## src/rtl/treasury_pkg.sv

```systemverilog
// Shared treasury definitions: lane/nonce/job widths and the result record
// used by both the nonce collector and the share-submission path.
package treasury_pkg;

   localparam int NUM_LANES  = 27;
   localparam int NONCE_W    = 32;
   localparam int JOB_W      = 8;
   localparam int FIFO_DEPTH = 8;

   // Index width that never collapses to zero bits for a single lane.
   function automatic int clog2_min1(input int v);
      return (v > 1) ? $clog2(v) : 1;
   endfunction

   localparam int LANE_W = clog2_min1(NUM_LANES);

   typedef struct packed {
      logic [JOB_W-1:0]   job;
      logic [LANE_W-1:0]  lane;
      logic [NONCE_W-1:0] nonce;
   } treasury_result_t;

endpackage

```

## src/rtl/treasury_nonce_collector_if.sv

```systemverilog
// Result stream from the nonce collector to the share-submission logic.
// Valid/ready handshake; the master holds data stable while ready is low.
interface treasury_nonce_collector_if #(
   parameter int NONCE_W = treasury_pkg::NONCE_W,
   parameter int LANE_W  = treasury_pkg::LANE_W,
   parameter int JOB_W   = treasury_pkg::JOB_W
) ();

   logic               out_valid;
   logic               out_ready;
   logic [NONCE_W-1:0] out_nonce;
   logic [LANE_W-1:0]  out_lane;
   logic [JOB_W-1:0]   out_job;

   modport master (
      output out_valid, out_nonce, out_lane, out_job,
      input  out_ready
   );

   modport slave (
      input  out_valid, out_nonce, out_lane, out_job,
      output out_ready
   );

endinterface

```

## src/rtl/treasury_rr_arbiter.sv

```systemverilog
// Round-robin arbiter: grants the first requester at or after the pointer,
// and moves the pointer just past the winner when advance is asserted.
module treasury_rr_arbiter import treasury_pkg::*; #(
   parameter int N     = NUM_LANES,
   parameter int IDX_W = clog2_min1(N)
) (
   input  logic             clk,
   input  logic             rst,
   input  logic [N-1:0]     req,
   input  logic             advance,
   output logic [N-1:0]     grant,
   output logic [IDX_W-1:0] grant_idx,
   output logic             grant_valid
);

   logic [IDX_W-1:0] ptr_reg;
   logic [N-1:0]     req_hi;
   logic [IDX_W-1:0] idx_hi;
   logic [IDX_W-1:0] idx_lo;

   // req_hi keeps only requests at or above the pointer; if empty, wrap to the full vector.
   for (genvar gi = 0; gi < N; gi++) begin : g_mask
      assign req_hi[gi] = req[gi] & (IDX_W'(gi) >= ptr_reg);
      assign grant[gi]  = grant_valid & (grant_idx == IDX_W'(gi));
   end

   always_comb begin
      idx_hi = '0;
      idx_lo = '0;
      for (int i = N - 1; i >= 0; i--) begin
         if (req_hi[i]) idx_hi = IDX_W'(i);
         if (req[i])    idx_lo = IDX_W'(i);
      end
   end

   assign grant_valid = |req;
   assign grant_idx   = (|req_hi) ? idx_hi : idx_lo;

   always_ff @(posedge clk) begin
      if (rst) begin
         ptr_reg <= '0;
      end else if (advance && grant_valid) begin
         ptr_reg <= (grant_idx == IDX_W'(N - 1)) ? '0 : grant_idx + 1'b1;
      end
   end

endmodule

```

## src/rtl/treasury_nonce_collector.sv

```systemverilog
// Collects found-nonce pulses from the hash lanes, arbitrates them round-robin
// into a result FIFO and presents them on a registered show-ahead stream.
module treasury_nonce_collector #(
   parameter int NUM_LANES  = treasury_pkg::NUM_LANES,
   parameter int NONCE_W    = treasury_pkg::NONCE_W,
   parameter int JOB_W      = treasury_pkg::JOB_W,
   parameter int FIFO_DEPTH = treasury_pkg::FIFO_DEPTH,
   localparam int LANE_W    = treasury_pkg::clog2_min1(NUM_LANES),
   localparam int CNT_W     = $clog2(FIFO_DEPTH) + 1
) (
   input  logic                         clk,
   input  logic                         rst,
   input  logic                         job_new,
   input  logic [JOB_W-1:0]             job_id,
   input  logic [NUM_LANES-1:0]         lane_found,
   input  logic [NUM_LANES*NONCE_W-1:0] lane_nonce,
   treasury_nonce_collector_if.master   res,
   output logic                         success,
   output logic [15:0]                  drop_count,
   output logic [CNT_W-1:0]             fifo_count
);

   localparam int PTR_W   = $clog2(FIFO_DEPTH);
   localparam int ENTRY_W = JOB_W + LANE_W + NONCE_W;
   localparam int SUM_W   = $clog2(NUM_LANES + 1);

   logic [NUM_LANES-1:0]         pend_vec;
   logic [NUM_LANES*NONCE_W-1:0] hold_flat;
   logic [NUM_LANES-1:0]         arb_req;
   logic [NUM_LANES-1:0]         grant_vec;
   logic [LANE_W-1:0]            grant_idx;
   logic                         grant_valid;

   logic [JOB_W-1:0]   job_reg;
   logic [ENTRY_W-1:0] mem [FIFO_DEPTH];
   logic [PTR_W-1:0]   wr_ptr_reg, rd_ptr_reg, rd_ptr_next;
   logic [CNT_W-1:0]   count_reg, count_next;
   logic               out_valid_reg, out_valid_next;
   logic [ENTRY_W-1:0] head_reg, head_next;
   logic               success_reg;
   logic [15:0]        drop_reg, drop_next;
   logic [16:0]        drop_total;
   logic [SUM_W-1:0]   drop_sum;
   logic [NUM_LANES-1:0] drop_vec;

   logic               pop, push, room;
   logic [ENTRY_W-1:0] push_data;

   assign pop  = out_valid_reg & res.out_ready;
   assign room = (count_reg != CNT_W'(FIFO_DEPTH)) | pop;
   // Nothing is granted on the flush cycle: the FIFO and pend flags are being discarded.
   assign arb_req = (room && !job_new) ? pend_vec : '0;
   assign push    = grant_valid;

   treasury_rr_arbiter #(
      .N     (NUM_LANES),
      .IDX_W (LANE_W)
   ) u_arb (
      .clk         (clk),
      .rst         (rst),
      .req         (arb_req),
      .advance     (push),
      .grant       (grant_vec),
      .grant_idx   (grant_idx),
      .grant_valid (grant_valid)
   );

   assign push_data = {job_reg, grant_idx, hold_flat[int'(grant_idx)*NONCE_W +: NONCE_W]};

   for (genvar gi = 0; gi < NUM_LANES; gi++) begin : g_lane
      logic               pend_reg;
      logic [NONCE_W-1:0] hold_reg;

      assign pend_vec[gi]                      = pend_reg;
      assign hold_flat[gi*NONCE_W +: NONCE_W]  = hold_reg;

      // A granted lane frees its slot this edge, so a coincident pulse refills it.
      always_ff @(posedge clk) begin
         if (rst) begin
            pend_reg <= 1'b0;
            hold_reg <= '0;
         end else if (job_new) begin
            pend_reg <= lane_found[gi];
            if (lane_found[gi]) hold_reg <= lane_nonce[gi*NONCE_W +: NONCE_W];
         end else if (lane_found[gi] && (!pend_reg || grant_vec[gi])) begin
            pend_reg <= 1'b1;
            hold_reg <= lane_nonce[gi*NONCE_W +: NONCE_W];
         end else if (grant_vec[gi]) begin
            pend_reg <= 1'b0;
         end
      end
   end

   assign drop_vec = lane_found & pend_vec & ~grant_vec;

   always_comb begin
      drop_sum = '0;
      for (int i = 0; i < NUM_LANES; i++) drop_sum = drop_sum + SUM_W'(drop_vec[i]);
      drop_total = {1'b0, drop_reg} + 17'(drop_sum);
      drop_next  = drop_total[16] ? 16'hFFFF : drop_total[15:0];
   end

   // Next head is the entry behind the popped one, or the incoming push if the FIFO drains to it.
   always_comb begin
      count_next     = count_reg + CNT_W'(push) - CNT_W'(pop);
      rd_ptr_next    = rd_ptr_reg + PTR_W'(pop);
      out_valid_next = (count_next != '0);
      head_next      = (count_reg == CNT_W'(pop)) ? push_data : mem[rd_ptr_next];
   end

   always_ff @(posedge clk) begin
      if (push) mem[wr_ptr_reg] <= push_data;
   end

   always_ff @(posedge clk) begin
      if (rst) begin
         wr_ptr_reg    <= '0;
         rd_ptr_reg    <= '0;
         count_reg     <= '0;
         out_valid_reg <= 1'b0;
         head_reg      <= '0;
         success_reg   <= 1'b0;
         drop_reg      <= '0;
         job_reg       <= '0;
      end else if (job_new) begin
         wr_ptr_reg    <= '0;
         rd_ptr_reg    <= '0;
         count_reg     <= '0;
         out_valid_reg <= 1'b0;
         head_reg      <= '0;
         success_reg   <= 1'b0;
         drop_reg      <= '0;
         job_reg       <= job_id;
      end else begin
         wr_ptr_reg    <= wr_ptr_reg + PTR_W'(push);
         rd_ptr_reg    <= rd_ptr_next;
         count_reg     <= count_next;
         out_valid_reg <= out_valid_next;
         head_reg      <= head_next;
         drop_reg      <= drop_next;
         if (push) success_reg <= 1'b1;
      end
   end

   assign res.out_valid = out_valid_reg;
   assign {res.out_job, res.out_lane, res.out_nonce} = head_reg;
   assign success    = success_reg;
   assign drop_count = drop_reg;
   assign fifo_count = count_reg;

endmodule
```

## src/flat_wrapper.sv

```systemverilog
// flat-port wrapper written by rule: the top's interface ports become plain ports
module treasury_nonce_collector_flat 
#(
   parameter int NUM_LANES  = treasury_pkg::NUM_LANES,
   parameter int NONCE_W    = treasury_pkg::NONCE_W,
   parameter int JOB_W      = treasury_pkg::JOB_W,
   parameter int FIFO_DEPTH = treasury_pkg::FIFO_DEPTH,
   localparam int LANE_W    = treasury_pkg::clog2_min1(NUM_LANES),
   localparam int CNT_W     = $clog2(FIFO_DEPTH) + 1
)
  (clk, rst, job_new, job_id, lane_found, lane_nonce, success, drop_count, fifo_count, res_out_valid, res_out_nonce, res_out_lane, res_out_job, res_out_ready);
  treasury_nonce_collector_if #(.NONCE_W(NONCE_W), .JOB_W(JOB_W)) res_i ();
  input  logic clk;
  input  logic rst;
  input  logic job_new;
  input  logic [JOB_W-1:0] job_id;
  input  logic [NUM_LANES-1:0] lane_found;
  input  logic [NUM_LANES*NONCE_W-1:0] lane_nonce;
  output logic success;
  output logic [15:0] drop_count;
  output logic [CNT_W-1:0] fifo_count;
  output wire logic [$bits(res_i.out_valid)-1:0] res_out_valid;
  output wire logic [$bits(res_i.out_nonce)-1:0] res_out_nonce;
  output wire logic [$bits(res_i.out_lane)-1:0] res_out_lane;
  output wire logic [$bits(res_i.out_job)-1:0] res_out_job;
  input wire logic [$bits(res_i.out_ready)-1:0] res_out_ready;
  assign res_out_valid = res_i.out_valid;
  assign res_out_nonce = res_i.out_nonce;
  assign res_out_lane = res_i.out_lane;
  assign res_out_job = res_i.out_job;
  assign res_i.out_ready = res_out_ready;
  treasury_nonce_collector #(.NUM_LANES(NUM_LANES), .NONCE_W(NONCE_W), .JOB_W(JOB_W), .FIFO_DEPTH(FIFO_DEPTH)) u_core (.clk(clk), .rst(rst), .job_new(job_new), .job_id(job_id), .lane_found(lane_found), .lane_nonce(lane_nonce), .res(res_i), .success(success), .drop_count(drop_count), .fifo_count(fifo_count));
endmodule
```

## config.mk

```make
export PLATFORM = sky130hd
export DESIGN_NAME = treasury_nonce_collector_flat
export DESIGN_NICKNAME = d
export VERILOG_FILES = /design/src/rtl/treasury_pkg.sv /design/src/rtl/treasury_nonce_collector_if.sv /design/src/rtl/treasury_rr_arbiter.sv /design/src/rtl/treasury_nonce_collector.sv /design/src/flat_wrapper.sv
export SDC_FILE = /design/constraint.sdc
export NUM_CORES = 2
export LEC_CHECK = 0
export CAP_MARGIN = 5
export CORE_AREA = 2 2 383 385
export DETAILED_ROUTE_END_ITERATION = 8
export DIE_AREA = 0 0 385 387
export SYNTH_ARGS = -nofsm -noshare
export SYNTH_HDL_FRONTEND = slang
export SYNTH_HIERARCHICAL = 1
export SYNTH_SLANG_ARGS = --single-unit
```

## constraint.sdc

```tcl
create_clock -name clk -period 17.2 [get_ports clk]
set_input_delay 1.72 -clock clk [delete_from_list [all_inputs] [get_ports clk]]
set_output_delay 1.72 -clock clk [all_outputs]
set_load 0.05 [all_outputs]
```

==> metrics.txt <==
# setup viols final=0; CTS sink count=1,337; Worst Hold Class=reg -> reg; Clock Latency Late Sink=0.79 ns; post-CTS setup buffer count=0; post-cts resize count=0; peak supply drop=0.000154 V; Hold Slack=0.451 ns; Routed WL=246,000 um; Syn Inst Count=5,781; unrepaired setup endpoints after global routing=false; Residual DRC=0; most common library cell in the layout ignoring fill and taps=nand2_1; FF-to-FF path depth=30; Root Buffer Master=clkbuf_16; layout cell share with drive strength beyond 1=0.110; clock skew=0.0317 ns; core area=0.145 mm^2; io pins=970; pin count of the biggest net entering global routing=114; deepest clock path buffer count=3; Avg WL per Cell=28.4 um; Synth Register Bits=1,337; Top FF cell, synth=dfxtp_1; slowest library cell on the worst path=a31oi_2; EDFF count, synth=360; Tcrit/Tclk final=0.652; TritonRoute pass-1 iters=6; ANT nets after route=0; Chip Height=387 um; Placed Area=0.0682 mm^2; status=complete, but fails checks; Clk pin slew, worst setup/hold paths=0.06 ns; worst hold stages=2; CTS tree=done; syn nets=6,738; Hold-fix buffers, CTS=0; CTS Buf Count=147; Final Hold Fails=0; synthesized area=0.0568 mm^2; GR Overflow Total=0; vias per inst=5.63; Slew Limit Headroom=0.00653; Tmin final=11.21 ns; crit-path max FO=27; Net count, final=7,520; Hold Path End=u_core/g_lane[25].hold_reg[17]$_SDFFE_PP0P_; CP Data Arrival Time=11.80 ns; Cell Pwr Density=151 mW/mm^2; r2r startpoint=u_core/fifo_count[2]$_SDFF_PP0_; failing checks=max-capacitance violations; reg-to-reg critical path endpoint=u_core/drop_count[4]$_SDFF_PP0_; syn_area_per_cell=9.83 um^2; Final Instance Area=0.0733 mm^2; Synth cell types=85; Setup TNS=0 ns; Leakage=26.5 nW; vias after detailed routing=48,802; maximum achievable frequency=89.2 MHz; Starting DRT DRC Count=5,036; most frequent CP cell=fa_1; Critical Path Source Type=input port; worst hold start=u_core/g_lane[25].hold_reg[17]$_SDFFE_PP0P_; die footprint=0.149 mm^2; row cnt=140; maximum capacitance violations=1; Overall Power=0.0111 W; CP Capture Type=flop; Slew @ Worst Pin=1.48 ns; Worst EP required=17.79 ns; crit path kind=in -> reg; Detail Placement HPWL=177,000 um; sequential fraction of the synthesis area=0.535; GRT Total Usage=0.321; synth warn=6; Async S/R FF share, synth=0; vias in the first global route=47,455; global-route wire length before repair=344,000 um; max reg flops=864; reg-to-reg setup timing slack=7.07 ns; Layout area overhead=29.1%; initial antenna violation count=89; initial core utilization=0.392; delay of the slowest critical-path stage=0.87 ns; Buffers on Ports=969; GPL Wtd Cong=0.930; commonest non-fill, non-tap cells in the layout=nand2_1, dfxtp_1, clkdlybuf4s50_1; Slew Viols, Final=0; H-tree levels=4; Die Wd=385 um
critical path, delay by kind of cell:
family	cells	cell delay, ns
and+or+nand+nor	9	1.97
buffers and inverters	4	0.64
adders and majority gates	9	4.10
AOI/OAI and AO/OA	8	3.33
area by class of cell:
class | instances | area, um^2
diodes | 70 | 175
fillers | 13412 | 71500
repair buffers | 1076 | 10500
multi-input cells | 3954 | 24800
clock inverters | 57 | 658
inverters | 47 | 184
well taps | 1917 | 2400
clock buffers | 211 | 4230
flip-flops and latches | 1337 | 30400
per-stage QoR:
| step | worst slack [ns] | utilization | std cells |
|---|---|---|---|
| 2_1_floorplan | 6.77 | - | 5781 |
| 3_3_place_gp | 5.38 | 0.471 | 8331 |
| 3_5_place_dp | 5.27 | 0.471 | 8331 |
| 4_1_cts | 6.08 | 0.505 | 8599 |
| 5_1_grt | 5.49 | 0.506 | 8662 |
| 6_report | 5.99 | 0.506 | 8669 |
where the power goes:
group	internal [W]	switching, W
sequential	0.00381	0.000148
clock	0.00185	0.00136
combinational	0.00136	0.00255
total	0.00701	0.00406
logic make-up (layout without fill, tap and decap cells):
kind of cell	Yosys count	count (layout)	synth area share
buffers and inverters	490	1391	0.0351
AO/OA/AOI/OAI	1314	1314	0.133
AND/OR/NAND/NOR	2143	2143	0.154
adder cells (fa/ha/maj)	54	54	0.0148
other	0	70	0
XOR/XNOR	12	12	0.00185
flip-flops	1337	1337	0.535
multiplexers	431	431	0.127
synth_stat cells, types with 8 or more instances:
library cell  count  share of area
buf_1            54         0.0036
fa_1             22         0.0078
nand3_1          12         0.0011
nor3b_1          29         0.0038
nor2_1          129         0.0085
o211ai_1         12         0.0016
nand3b_1         23         0.0030
o21a_1           63         0.0083
o22ai_1          61         0.0067
and2_1           37         0.0041
inv_1            46         0.0030
a22oi_1          35         0.0046
mux2i_1         117          0.021
and3b_1           8         0.0012
o21ai_0          34         0.0030
nand2_1        1770           0.12
a22o_1           31         0.0048
a221oi_1         32         0.0049
ha_1             32         0.0070
nor4_1           10         0.0011
nor3_1           11        0.00097
mux2_2           94          0.019
nand2b_1         37         0.0041
clkbuf_1        320          0.021
xor2_1            8         0.0012
edfxtp_1        360           0.19
a21oi_1         939          0.083
buf_2            50         0.0044
buf_4            13         0.0017
mux4_2          219          0.087
and3_1           10         0.0011
dfxtp_1         977           0.34
a211oi_1         36         0.0048
nor2b_1          35         0.0039
how the worst max path moves through the flow:
stage / depth (start not counted) / to / startpoint
floorplan: 29 / u_core/drop_count[11]$_SDFF_PP0_ / job_new
global placement: 30 / u_core/drop_count[11]$_SDFF_PP0_ / res_out_ready
detailed placement: 30 / u_core/drop_count[8]$_SDFF_PP0_ / res_out_ready
CTS: 30 / u_core/drop_count[4]$_SDFF_PP0_ / res_out_ready
global route: 30 / u_core/drop_count[8]$_SDFF_PP0_ / res_out_ready
finish: 30 / u_core/drop_count[4]$_SDFF_PP0_ / res_out_ready
metal layers:
metal  global-route usage  share of wire  vias to the layer above  routed length, um
met5                    0        0.00045                        -                110
met4                0.185          0.057                       18              13900
met3               0.0595          0.080                      482              19800
met2                0.509           0.47                     2360             116000
met1                0.410           0.39                    24125              96200
li1                     -              -                    21817                  -
Note: power is estimated with default switching activity, not from simulation.
